### src/rtl/probe_buffer_mc.sv
// probe_buffer_mc: multi-channel taint-tracking probe FIFO.
// Round-robin producers share one FIFO drained by a valid/ready consumer.
module probe_buffer_mc #(
    parameter int                NCH        = 2,
    parameter int                DATA_W     = 64,
    parameter int                DEPTH      = 8,
    parameter logic [DATA_W-1:0] SECRET_CMD = 64'hAF1B_608E_883D_0000,
    localparam int               AW         = $clog2(DEPTH),
    localparam int               CW         = (NCH > 1) ? $clog2(NCH) : 1
) (
    input  logic                  clock,
    input  logic                  reset,
    input  logic [NCH-1:0]        wen,
    output logic [NCH-1:0]        wready,
    input  logic [NCH*DATA_W-1:0] write,
    input  logic [NCH*DATA_W-1:0] write_taint_0,
    output logic                  read_valid,
    input  logic                  read_ready,
    output logic [DATA_W-1:0]     read,
    output logic [DATA_W-1:0]     read_taint_0,
    output logic [CW-1:0]         read_chan,
    output logic                  read_secret,
    output logic [AW:0]           count,
    output logic [31:0]           taint_sum,
    output logic [31:0]           stall_cnt
);

    logic [DATA_W-1:0] mem_data   [DEPTH];
    logic [DATA_W-1:0] mem_taint  [DEPTH];
    logic [CW-1:0]     mem_chan   [DEPTH];
    logic [DEPTH-1:0]  mem_secret;

    logic [AW-1:0]     wr_ptr;
    logic [AW-1:0]     rd_ptr;
    logic [CW-1:0]     rr_ptr;
    logic [CW-1:0]     rr_next;
    logic [CW-1:0]     gnt_idx;
    logic              gnt_valid;
    logic              full;
    logic              empty;
    logic              push;
    logic              pop;
    logic [DATA_W-1:0] sel_data;
    logic [DATA_W-1:0] sel_taint;
    logic [DATA_W-1:0] st_taint;
    logic              st_secret;
    logic              st_tainted;
    logic              head_tainted;

    assign full  = (count == (AW+1)'(DEPTH));
    assign empty = (count == '0);
    assign push  = gnt_valid && !full;
    assign pop   = !empty && read_ready;

    // Round-robin scan: first requester at or above rr_ptr, wrapping.
    always_comb begin
        gnt_valid = 1'b0;
        gnt_idx   = '0;
        for (int k = 0; k < NCH; k++) begin
            if (!gnt_valid && wen[(int'(rr_ptr) + k) % NCH]) begin
                gnt_valid = 1'b1;
                gnt_idx   = CW'((int'(rr_ptr) + k) % NCH);
            end
        end
    end

    // Accept strobes: only the granted channel, never while full.
    always_comb begin
        wready = '0;
        if (!full) begin
            if (NCH == 1) begin
                wready = '1;
            end else if (gnt_valid) begin
                wready[gnt_idx] = 1'b1;
            end
        end
    end

    // Ingress entry build; the secret command is stored fully tainted.
    always_comb begin
        sel_data   = write[int'(gnt_idx)*DATA_W +: DATA_W];
        sel_taint  = write_taint_0[int'(gnt_idx)*DATA_W +: DATA_W];
        st_secret  = (sel_data == SECRET_CMD);
        st_taint   = st_secret ? '1 : sel_taint;
        st_tainted = |st_taint;
        rr_next    = (int'(gnt_idx) == NCH - 1) ? '0 : gnt_idx + CW'(1);
    end

    // Storage array; contents are only observable while count covers them.
    always_ff @(posedge clock) begin
        if (push) begin
            mem_data[wr_ptr]   <= sel_data;
            mem_taint[wr_ptr]  <= st_taint;
            mem_chan[wr_ptr]   <= gnt_idx;
            mem_secret[wr_ptr] <= st_secret;
        end
    end

    // Pointers, occupancy and round-robin state.
    always_ff @(posedge clock or negedge reset) begin
        if (!reset) begin
            wr_ptr <= '0;
            rd_ptr <= '0;
            rr_ptr <= '0;
            count  <= '0;
        end else begin
            if (push) begin
                wr_ptr <= wr_ptr + AW'(1);
                rr_ptr <= rr_next;
            end
            if (pop) begin
                rd_ptr <= rd_ptr + AW'(1);
            end
            if (push && !pop) begin
                count <= count + (AW+1)'(1);
            end else if (!push && pop) begin
                count <= count - (AW+1)'(1);
            end
        end
    end

    assign head_tainted = |mem_taint[rd_ptr];

    // Tainted-entry tally tracks pushes and pops of tainted entries.
    always_ff @(posedge clock or negedge reset) begin
        if (!reset) begin
            taint_sum <= '0;
        end else begin
            if ((push && st_tainted) && !(pop && head_tainted)) begin
                taint_sum <= taint_sum + 32'd1;
            end else if (!(push && st_tainted) && (pop && head_tainted)) begin
                taint_sum <= taint_sum - 32'd1;
            end
        end
    end

    // Saturating count of cycles where someone asked and nobody got in.
    always_ff @(posedge clock or negedge reset) begin
        if (!reset) begin
            stall_cnt <= '0;
        end else if ((|wen) && !push && (stall_cnt != '1)) begin
            stall_cnt <= stall_cnt + 32'd1;
        end
    end

    // Head view, forced to zero while empty.
    always_comb begin
        read_valid   = !empty;
        read         = empty ? '0 : mem_data[rd_ptr];
        read_taint_0 = empty ? '0 : mem_taint[rd_ptr];
        read_chan    = empty ? '0 : mem_chan[rd_ptr];
        read_secret  = empty ? 1'b0 : mem_secret[rd_ptr];
    end

endmodule

### config.mk
export PLATFORM = sky130hd
export DESIGN_NAME = probe_buffer_mc
export DESIGN_NICKNAME = d
export VERILOG_FILES = /design/src/rtl/probe_buffer_mc.sv
export SDC_FILE = /design/constraint.sdc
export NUM_CORES = 1
export LEC_CHECK = 0
export ABC_AREA = 1
export CAP_MARGIN = 0
export CORE_MARGIN = 5
export CORE_UTILIZATION = 55
export DETAILED_ROUTE_END_ITERATION = 10
export DONT_BUFFER_PORTS = 1
export PLACE_DENSITY = 0.69
export SLEW_MARGIN = 25
export SYNTH_ARGS = -nofsm -noshare
export SYNTH_HDL_FRONTEND = slang
export SYNTH_SLANG_ARGS = --single-unit
### constraint.sdc
create_clock -name clock -period 21.2 [get_ports clock]
set_clock_uncertainty 0.05 [all_clocks]
set_input_delay 2.12 -clock clock [delete_from_list [all_inputs] [get_ports clock]]
set_output_delay 2.12 -clock clock [all_outputs]
set_load 0.01 [all_outputs]
==> out/results.md <==
| Metric | Value |
|:---|:---|
| Outcome | finished clean |
| IR Drop Worst-Case VDD | 93.46 uV |
| DRC | 0 |
| Synthesized netlist cell count | 4,246 |
| Transition time of the tightest slew-check pin | 1.072 ns |
| Commonest register cell after synthesis | edfxtp_1 |
| Gates resized, CTS repair | 0 |
| Hold buffer count at CTS | 0 |
| Largest cells by area after synthesis | edfxtp_1, o21ai_0, nor2_1, nand2_1, dfrtp_1 |
| Critical path data required time | 21.71 ns |
| Worst Reg2Reg Path Length in Cells | 33 |
| Beginning of the worst hold path | wr_ptr[0] |
| Boundary Pins | 462 |
| Arrival time reported for the critical path endpoint | 9.23 ns |
| Cell type with the largest total area after synthesis | edfxtp_1 |
| Maximum clock frequency | 114.7 MHz |
| Number of flops mapped to enable cells by yosys | 1,040 |
| Launch point of the worst reg-to-reg path | rr_ptr |
| Total area of multi-input combinational cells | 0.01307 sq mm |
| First-pass iteration count of the detailed router | 6 |
| Number of buffers inserted by post-CTS setup repair | 0 |
| CP max-delay cell | buf_4 |
| Horizontal extent of the die | 305.1 microns |
| Static leakage | 18.39 nW |
| Setup slack of the most critical reg-to-reg path | 13.47 ns |
| Insertion delay to the later sink of the worst-skew pair | 0.68 ns |
| Global route total overflow | 0 |
| Remaining antenna violation count | 0 |
| Cell area power density | 156.9 mW/mm^2 |
| Share of flip-flops with an asynchronous set or reset | 0.06726 |
| Maximum number of pins on one net before global-route repair | 215 |
| Type of destination of the critical path | flip-flop |
| Total global-route track usage | 0.2606 |
| Final Hold Viols | 0 |
| Clock tree from TritonCTS | yes |
| Die outline area | 0.09306 sq mm |
| Post-layout net count | 4,444 |
| Detailed-route wire length per cell | 23.34 microns |
| Cell with the most instances after synthesis | edfxtp_1 |
| Distinct cell type count after synthesis | 42 |
| Number of port buffers | 0 |
| Global-route wire length before repair | 187,800 microns |
| Number of violations reported at the end of detailed-routing iteration 0 | 3,461 |
| Count of warnings emitted by yosys | 0 |
| Number of global-route vias before repair | 30,110 |
| Mean number of vias per cell | 6.024 |
| Final-layout setup total negative slack | 0 ns |
| Number of storage elements in the synthesis netlist | 1,115 |
| Vert. Die Dim | 305.1 microns |
| CTS clk-pin slew, worst paths | 0.06 ns |
| Largest stage delay, worst path | 0.66 ns |
| Terminus of the critical flop-to-flop path | taint_sum[21] |
| Largest fanout on the critical path | 159 |
| Kind of critical path | in2reg |
| Proportion of synthesized chip area in sequential cells | 0.6914 |
| Root Buffer Master | clkbuf_16 |
| P&R area growth vs syn | 9.368% |
| Post-route total power | 8.219 mW |
| Buffers from clock root to sink, at most | 3 |
| Commonest cells post-synth | edfxtp_1, nor2_1, o21ai_0 |
| Total count of max-transition violations in the final report | 0 |
| Crit path time final | 8.718 ns |
| RSZ-0062 raised after global routing | no |
| Pre-CTS worst setup slack | 11.69 ns |
| Avg Synthesized Cell Area | 11.28 sq um |
| Post-Syn Area | 0.04788 sq mm |
| CTS H-Tree Depth | 3 |
| Final setup vio count | 0 |
| Total Routed Length | 125,800 microns |
| Final estimated routing congestion in global placement | 0.8844 |
| Share of the cycle needed by the critical path after routing | 0.4112 |
| Finished Core Util | 0.6046 |
| Fraction of final layout cells sized beyond drive strength 1 | 0.05747 |
| Kind of start point of the critical path | primary input |
| Worst-case hold path end point | wr_ptr[0] |
| Max capacitance violation total | 0 |
| Relative max-transition margin | 0.2852 |
| Hold Worst Slack | 0.5023 ns |
| Antenna violations before repair | 6 |
| HPWL after DPL | 72,890 microns |
| Setup slack of the critical path after layout | 12.48 ns |
| Fill cell total of the finished layout | 6,645 |
| Number of clock sinks | 1,115 |
| Vias post-DR | 32,460 |
| FF+latch area | 0.03312 sq mm |
| Placement row count | 108 |
| Worst min-delay path category | reg2reg |
| Starting Density | 0.5528 |
| Cell count of the worst hold path | 2 |
| Cell seen most often among critical-path stages | nand2_1 |
| Top-area cell type share of the netlist area | 0.6522 |
| Net count after synthesis | 4,546 |
| Number of buffers created by CTS | 109 |
| Area of the core region | 0.08662 sq mm |
==> metal layers <==
metal,global-route usage,wire length [microns]
met1,0.3610,50360
met2,0.4196,60230
met3,0.05291,11110
met4,0.08591,4029
met5,0,34
==> cell type report <==
cell class | instances | share of cell area
multi-input combinational | 2696 | 0.2495
timing repair buffer | 47 | 0.008171
sequential | 1115 | 0.6324
tap | 1155 | 0.02760
antenna | 5 | 0.0002389
clock inverter | 61 | 0.01429
clock buffer | 134 | 0.05486
inverter | 175 | 0.01297
==> critical path: cells and delay by family <==
| kind | cells | cell delay (ns) |
|---|---|---|
| AND/OR/NAND/NOR | 22 | 3.50 |
| buffers and inverters | 5 | 2.17 |
| adder cells (fa/ha/maj) | 2 | 0.64 |
| AO/OA/AOI/OAI | 3 | 0.61 |
==> layout by cell type, fill, tap and decap left out, types with 25 or more instances in the layout <==
master / instances
a21oi_1: 44
inv_1: 168
o22ai_1: 130
a31oi_1: 73
edfxtp_1: 1040
ha_1: 37
nand3_1: 79
clkbuf_16: 110
nand2_1: 504
nor2_1: 852
o221ai_1: 64
o21ai_0: 700
o21ai_1: 25
xor2_1: 31
nand4_1: 43
dfrtp_1: 72
buf_4: 40
==> registers in the layout, summed over array words and instances (netlist names) <==
register / count
mem_chan: 8
mem_data: 512
wr_ptr: 3
rd_ptr: 3
stall_cnt: 32
rr_ptr: 1
mem_secret: 8
mem_taint: 512
count: 4
taint_sum: 32
==> where the power goes <==
part	internal (mW)	switching, mW	total (mW)	leakage (nW)
clock network	1.15	0.814	1.97	1.74
logic	0.750	2.27	3.02	6.22
registers	3.01	0.214	3.23	10.4
total	4.92	3.30	8.22	18.4
==> cells by family (layout without fill, tap and decap cells) <==
logic type | after synthesis | after routing | share of synthesized area
other | 0 | 5 | 0
xor gates and xnor gates | 45 | 45 | 0.008231
buffers and inverters | 435 | 417 | 0.03734
muxes | 5 | 5 | 0.001045
AOI/OAI and AO/OA | 1054 | 1054 | 0.1216
adders and majority gates | 39 | 39 | 0.01050
and+or+nand+nor | 1553 | 1553 | 0.1299
DFF | 1115 | 1115 | 0.6914
==> stage by stage <==
stage,area [sq um],std cells
floorplan,47880,4246
global placement,48630,5185
detailed placement,48720,5188
CTS,52340,5383
global route,52360,5385
finish,52370,5388
==> worst max path at each step <==
stage | endpoint | from | cells past startpoint | slack [ns]
after floorplan | mem_chan[0] | wen[1] | 6 | 12.03
after global placement | taint_sum[21] | wen[0] | 32 | 11.54
after detailed placement | taint_sum[21] | wen[0] | 32 | 11.69
after CTS | taint_sum[21] | wen[0] | 32 | 12.43
after global routing | taint_sum[21] | wen[0] | 32 | 11.66
final | taint_sum[21] | wen[0] | 32 | 12.48
(Power assumes the default switching activity.)
